[config.mk]
export PLATFORM = sky130hd
export DESIGN_NAME = modu_sel_xfade
export DESIGN_NICKNAME = d
export VERILOG_FILES = /design/src/rtl/modu_sel_xfade.sv
export SDC_FILE = /design/constraint.sdc
export NUM_CORES = 1
export LEC_CHECK = 0
export BUFFER_PORTS_ARGS = -buffer_cell sky130_fd_sc_hd__buf_2
export CAP_MARGIN = 10
export CORE_AREA = 2 2 145 147
export CTS_CLUSTER_DIAMETER = 50
export DETAILED_ROUTE_END_ITERATION = 10
export DIE_AREA = 0 0 147 149
export GPL_ROUTABILITY_DRIVEN = 0
export PLACE_DENSITY = 0.58
export SKIP_LAST_GASP = 1
export SLEW_MARGIN = 25
export SYNTH_ARGS = -nofsm -noshare
export SYNTH_HDL_FRONTEND = slang
export SYNTH_SLANG_ARGS = --single-unit
export TNS_END_PERCENT = 1
[constraint.sdc]
create_clock -name clk -period 7 [get_ports clk]
set_clock_uncertainty 0.05 [all_clocks]
set_input_delay 1.05 -clock clk [delete_from_list [all_inputs] [get_ports clk]]
set_output_delay 1.05 -clock clk [all_outputs]
set_load 0.01 [all_outputs]
[src/rtl/modu_sel_xfade.sv]
// N_CH-way modulator output selector with gain crossfade through mid-scale.
// A channel change ramps gain to zero, swaps the channel, then ramps gain back to unity.
module modu_sel_xfade #(
    parameter int N_CH     = 8,
    parameter int DW       = 12,
    parameter int GW       = 8,
    parameter int STEP     = 16,
    parameter int TICK_DIV = 1,
    parameter int DEF_SEL  = 0
) (
    input  logic               clk,
    input  logic               rst,
    input  logic [7:0]         cov_data,
    input  logic               cov_valid,
    input  logic [N_CH*DW-1:0] ch_data,
    output logic [DW-1:0]      modu_out,
    output logic [7:0]         active_sel,
    output logic               busy,
    output logic               sel_err
);

    localparam int SELW = (N_CH > 1) ? $clog2(N_CH) : 1;
    localparam int TW   = (TICK_DIV > 1) ? $clog2(TICK_DIV) : 1;
    localparam int PW   = DW + GW + 3;

    localparam logic [GW:0]          G_UNITY = {1'b1, {GW{1'b0}}};
    localparam logic [GW:0]          G_STEP  = (GW+1)'(STEP);
    localparam logic [TW-1:0]        TICK_TC = TW'(TICK_DIV - 1);
    localparam logic [DW-1:0]        MID     = {1'b1, {(DW-1){1'b0}}};
    localparam logic signed [PW-1:0] MID_W   = PW'(2**(DW-1));
    localparam logic signed [PW-1:0] MAX_W   = PW'((2**DW) - 1);

    typedef enum logic [1:0] {RUN, FADE_OUT, SWAP, FADE_IN} state_t;

    state_t          state_q;
    logic [GW:0]     g_q;
    logic [SELW-1:0] sel_q;
    logic [SELW-1:0] target_q;
    logic [TW-1:0]   tick_q;
    logic            busy_q;
    logic            sel_err_q;

    logic [SELW-1:0] req;
    logic            in_range;
    logic            req_ok;
    logic            tick;

    assign req      = cov_data[SELW-1:0];
    assign in_range = ({24'd0, cov_data} < 32'(N_CH));
    assign req_ok   = cov_valid && in_range;
    assign tick     = (tick_q == TICK_TC);

    // Requests in FADE_IN reverse direction from the current gain, never from zero.
    always_ff @(posedge clk or posedge rst) begin
        if (rst) begin
            state_q   <= RUN;
            g_q       <= G_UNITY;
            sel_q     <= SELW'(DEF_SEL);
            target_q  <= SELW'(DEF_SEL);
            tick_q    <= '0;
            busy_q    <= 1'b0;
            sel_err_q <= 1'b0;
        end else begin
            sel_err_q <= cov_valid && !in_range;
            case (state_q)
                RUN: begin
                    if (req_ok && (req != sel_q)) begin
                        target_q <= req;
                        state_q  <= FADE_OUT;
                        busy_q   <= 1'b1;
                        tick_q   <= '0;
                    end
                end
                FADE_OUT: begin
                    if (req_ok) target_q <= req;
                    if (tick) begin
                        tick_q <= '0;
                        g_q    <= g_q - G_STEP;
                        if (g_q == G_STEP) state_q <= SWAP;
                    end else begin
                        tick_q <= tick_q + TW'(1);
                    end
                end
                SWAP: begin
                    sel_q    <= req_ok ? req : target_q;
                    target_q <= req_ok ? req : target_q;
                    state_q  <= FADE_IN;
                    tick_q   <= '0;
                end
                FADE_IN: begin
                    if (req_ok && (req != sel_q)) begin
                        target_q <= req;
                        state_q  <= FADE_OUT;
                        tick_q   <= '0;
                    end else if (tick) begin
                        tick_q <= '0;
                        g_q    <= g_q + G_STEP;
                        if (g_q == (G_UNITY - G_STEP)) begin
                            state_q <= RUN;
                            busy_q  <= 1'b0;
                        end
                    end else begin
                        tick_q <= tick_q + TW'(1);
                    end
                end
                default: state_q <= RUN;
            endcase
        end
    end

    logic [DW-1:0]        samp_d;
    logic signed [DW:0]   d_d;
    logic signed [DW:0]   d1_q;
    logic [GW:0]          g1_q;
    logic signed [PW-1:0] prod_d;
    logic signed [PW-1:0] sum_d;
    logic [DW-1:0]        out_d;
    logic [DW-1:0]        out_q;

    assign samp_d = ch_data[sel_q*DW +: DW];
    assign d_d    = signed'({1'b0, samp_d}) - signed'({2'b01, {(DW-1){1'b0}}});
    assign prod_d = d1_q * signed'({1'b0, g1_q});
    assign sum_d  = (prod_d >>> GW) + MID_W;

    always_comb begin
        out_d = sum_d[DW-1:0];
        if (sum_d < 0)          out_d = '0;
        else if (sum_d > MAX_W) out_d = '1;
    end

    always_ff @(posedge clk or posedge rst) begin
        if (rst) begin
            d1_q  <= '0;
            g1_q  <= G_UNITY;
            out_q <= MID;
        end else begin
            d1_q  <= d_d;
            g1_q  <= g_q;
            out_q <= out_d;
        end
    end

    assign modu_out   = out_q;
    assign active_sel = 8'(sel_q);
    assign busy       = busy_q;
    assign sel_err    = sel_err_q;

endmodule

== Word level (Yosys, flattened, before mapping) ==
Cells that the tools add are included.
Word-level totals
  output and inout bits: 22
  bits in registers: 54
  input port bits: 107
  logic and storage cells: 73
Cells by class
  shift-type cells: 1
  equal/unequal tests: 15
  multipliers: 2
  mux-type cells: 25
  reductions and logical operators: 12
  order comparisons: 3
  $add $sub $neg: 5
Operators with widths (count)
  96-bit by 8-bit variable part select with 12-bit output: 1
  9-bit two-way mux: 3
  12-bit two-way mux: 2
  13-bit by 10-bit multiplier with 23-bit output: 1
  9-bit one-hot mux with 2 select lines: 1
  15-bit by 13-bit adder with 16-bit output (second input constant): 1
  16-bit by 13-bit greater-than comparator with 1-bit output (second input constant): 1
  16-bit by 1-bit < comparator with 1-bit output (second input constant): 1
  12-bit by 12-bit subtractor with 13-bit output (second input constant): 1
  2-bit two-way mux: 6
  2-bit inequality test (second input constant): 6
  5-bit AND reduction: 2
  9-bit by 5-bit adder with 9-bit output (second input constant): 1
  9-bit by 5-bit equality test with 1-bit output (second input constant): 1
  9-bit by 8-bit equality test with 1-bit output (second input constant): 1
  9-bit by 5-bit subtractor with 9-bit output (second input constant): 1
  8-bit by 4-bit < comparator with 1-bit output (second input constant): 1
  2-bit one-hot mux with 4 select lines: 1
  1-bit two-way mux: 7
  3-bit two-way mux: 2
  3-bit inequality test (second input constant): 2
  3-bit one-hot mux with 2 select lines: 1
  3-bit by 2-bit multiplier with 5-bit output (second input constant): 1
  2-bit equality test (second input constant): 2
  12 further kinds: 16

== Logic depth before layout (Yosys ltp) ==
  word-level depth: 5
  depth in mapped cells: 24
  depth with buffers taken out: 20

== Worst setup path before layout ==
No wires, ideal clock.
  path kind: register -> register
  start point: register g1_q[6]
  end point: register out_q[10], in the netlist modu_out[10]
  library setup time: 0.133 ns
  buffers on the path: 3
  setup slack: 1.147 ns
  required time: 6.817 ns
  arrival: 5.670 ns
  clock period less this slack: 5.853 ns
  stages on the path, launching flop included: 24
  path through: dfrtp_1 -> clkbuf_1 -> and2_1 -> fa_1 -> inv_1 -> fa_1 -> fa_1 -> inv_1 -> ha_1 -> ha_1 -> ha_1 -> fa_1 -> a21o_1 -> a221oi_2 -> o21ai_1 -> xnor2_1 -> inv_2 -> buf_2 -> ha_1 -> and2_1 -> mux2_1 -> buf_2 -> o22ai_1 -> nor3_2
Between the ends
  word-level cells in the longest chain between the ends: 5
  elaborated cells on any way between the ends: 6
  classes of those cells: add/sub (1); mul (1); order compare (2); mux (2)
RTL lines
  start, declared: line 114  | logic [GW:0] g1_q;
  start signal, assigned: line 138  | g1_q <= g_q;
  13-bit by 10-bit multiplier with 23-bit output *: line 122  | assign prod_d = d1_q * signed'({1'b0, g1_q});
  15-bit by 13-bit adder with 16-bit output *: line 123  | assign sum_d = (prod_d >>> GW) + MID_W;
  16-bit by 13-bit greater-than comparator with 1-bit output: line 128  | else if (sum_d > MAX_W) out_d = '1;
  12-bit two-way mux: line 128
  12-bit two-way mux *: line 127  | if (sum_d < 0) out_d = '0;
  net out_d[10]: line 117  | logic [DW-1:0] out_d;
  end signal, assigned: line 139  | out_q <= out_d;
  end, declared: line 118  | logic [DW-1:0] out_q;
Mark *: on every way through the listed nets, which the timed path passes. The rest lies on a longest branch.
A chain may end at the register's enable or synchronous reset.

== Worst setup path after layout ==
Same ends and word-level chain as after synthesis.

==> reports/results.txt <==
First DRT Iteration DRCs -> 245
Post-route ant nets -> 0
Post-DP HPWL -> 10.2 mm
Die Ht -> 149 µm
Post-cts gate resize count -> 0
Max-slew headroom -> 44.0%
Ys Warns -> 0
Hold Buf Count CTS -> 0
Initial antenna violation count -> 0
Yosys top cell by area -> dfrtp_1
Yosys top cell area share -> 18.4%
Commonest non-fill, non-tap cell in the layout -> buf_2
Fin Setup TNS -> 0 ns
IO Count -> 129
Fin crit share -> 92.3%
Die area -> 21,900 µm²
Area contributors post-synth -> dfrtp_1 (18%), ha_1 (15%), fa_1 (14%), mux4_2 (9.7%), and2_1 (5.3%)
Post-synthesis cell count -> 539
DRC -> 0
Setup crit start kind -> flip-flop
Critical path fanouts, max -> 13
# rows -> 53
Synth Flop Type -> dfrtp_1
# Max-Cap Violations -> 0
Post-synth EDFFs -> 0
Max clock buf depth -> 2
First-pass GRT wire length -> 20.2 mm
Vias per Instance -> 4.60
Slowest cell on the critical path -> fa_1
Worst Path Arrival -> 6.59 ns
CTS Buf Count -> 5
Final WL -> 12.2 mm
RSZ-0062 raised after global routing -> no
Outcome -> complete, no violations
Worst-Skew Late Latency -> 0.30 ns
Post-CTS setup buffers -> 0
Slowest Stage Delay on Critical Path -> 0.56 ns
CTS tree -> yes
Fraction of layout cells with a size suffix above 1 -> 33.9%
Total congestion overflow -> 0
Via count -> 4,235
Clock slew at reported path FFs -> 0.07 ns
Area grow syn2layout -> 18.3%
Critical Path Sink Type -> flip-flop
Clock sinks -> 44
Async SR Flop Fraction -> 100%
Fin. max-slew vios -> 0
Detail-routed net length per standard cell -> 13.3 µm
Clock Tree Root -> clkbuf_16
F_max -> 155 MHz
Seq/Total Area, Yosys -> 19.8%
Syn Std Cell Area -> 5570 µm²
Core Area -> 20,600 µm²
Critical path class -> flip-flop to flip-flop
IO Port Bufs -> 123
Core Util, Final -> 32.1%
Number of synthesized register bits -> 44
GR Util All Layers -> 11.2%
Mean post-synth cell area -> 10.3 µm²
H-tree levels -> 2
Worst slew pin tran -> 0.840 ns
Starting density of the core -> 27.1%
Router iterations before antenna repair -> 4
Final setup viols -> 0
Yosys cell types -> 61
CP required -> 7.12 ns
Die X-Extent -> 147 µm
Cell Chain, Critical Path -> and2_1, fa_1, inv_1, fa_1, fa_1, inv_1, ha_1, ha_1, ha_1, fa_1, a21o_1, a221oi_2, o21ai_1, xnor2_2, inv_2, ha_1, and2_1, mux2_1, o22ai_1, nor3_2
Most frequent cells in the layout -> buf_2 (123), inv_1 (72), ha_1 (68), and2_1 (47), dfrtp_1 (40)
Final nets -> 858
Vias in the first global route -> 4,313
Tmin final -> 6.46 ns
# diodes -> 0
Pin count of the biggest net entering global routing -> 45
Final hold vios -> 0
Min-delay worst type -> flip-flop to flip-flop
[critical path, delay by kind of cell, from the launching register on]
family	cells	cell delay [ns]
xor+xnor	1	0.52
flops	1	0.49
simple gates	3	0.43
mux	1	0.47
compound gates	4	0.89
fa+ha+maj	8	3.08
buf+inv	3	0.38
[Yosys cell counts, types with 3 or more instances]
library cell and count:
a2111oi_2 9, a21o_1 6, a21oi_1 15, a21oi_2 3, and2_1 47, buf_2 4, buf_4 7, buf_6 3
clkbuf_1 18, dfrtp_1 41, dfstp_2 3, fa_1 38, ha_1 68, inv_1 73, mux2_2 14, mux2i_1 7
mux4_2 24, nand2_1 25, nand3_1 5, nand4_1 4, nor2_1 17, nor2b_1 4, nor3_1 5, nor3_2 8
nor4_1 12, o21ai_0 7, o22ai_1 11, or2_2 4, xnor2_1 12, xor2_1 6
[layer usage]
metal	part of all wire, %	up-vias	GRT usage [%]
met4	1.3	0	2.45
met2	52	94	20.3
met5	0	-	0
li1	-	2063	-
met1	41	2067	13.7
met3	5.1	11	2.60
[area by class of cell]
| class | count | area [µm²] |
|---|---|---|
| Fill cell | 2166 | 14000 |
| Inverter | 76 | 287 |
| Timing Repair Buffer | 129 | 661 |
| Sequential cell | 44 | 1110 |
| Tap cell | 275 | 344 |
| Clock inverter | 3 | 46.3 |
| Multi-Input combinational cell | 389 | 4030 |
| Clock buffer | 5 | 125 |
[registers in the layout (all words and copies together), names as in the netlist]
name      cells
target_q      3
modu_out     12
state_q       2
sel_err       1
busy          1
g1_q          5
d1_q         12
g_q           5
sel_q         3
[metrics by stage]
stage / hold WS [ns] / std cells / worst slack (ns) / area, µm²
5_1_grt: 0.349 / 921 / 0.150 / 6590
3_3_place_gp: 0.329 / 913 / 0.295 / 6410
2_1_floorplan: 0.317 / 543 / 1.15 / 5590
3_5_place_dp: 0.329 / 913 / 0.195 / 6410
6_report: 0.342 / 921 / 0.536 / 6590
4_1_cts: 0.340 / 921 / 0.182 / 6590
[worst paths after layout]
path | startpoint | endpoint | slack [ns] | cells past startpoint
max in group asynchronous | rst | sel_q[1] | 5.55 | 2
min in group asynchronous | rst | g_q[4] | 0.82 | 2
worst max register to register | g1_q[6] | modu_out[10] | 0.54 | 20
worst max-delay path | g1_q[6] | modu_out[10] | 0.54 | 20
worst min register to register | g_q[8] | g1_q[8] | 0.34 | 0
worst min-delay path | g_q[8] | g1_q[8] | 0.34 | 0
[logic make-up after synthesis]
| kind of cell | count (synthesis) | synth area share (%) |
|---|---|---|
| buffers and inverters | 110 | 8.37 |
| AOI/OAI and AO/OA | 71 | 10.8 |
| other | 1 | 0.0673 |
| adders and majority gates | 106 | 28.9 |
| muxes | 46 | 14.0 |
| and+or+nand+nor | 141 | 14.6 |
| xor gates and xnor gates | 20 | 3.41 |
| DFF | 44 | 19.8 |
Power is left out: the tool's default activity adds up to more than one toggle a clock period on the data nets, which glitch-free logic cannot reach.
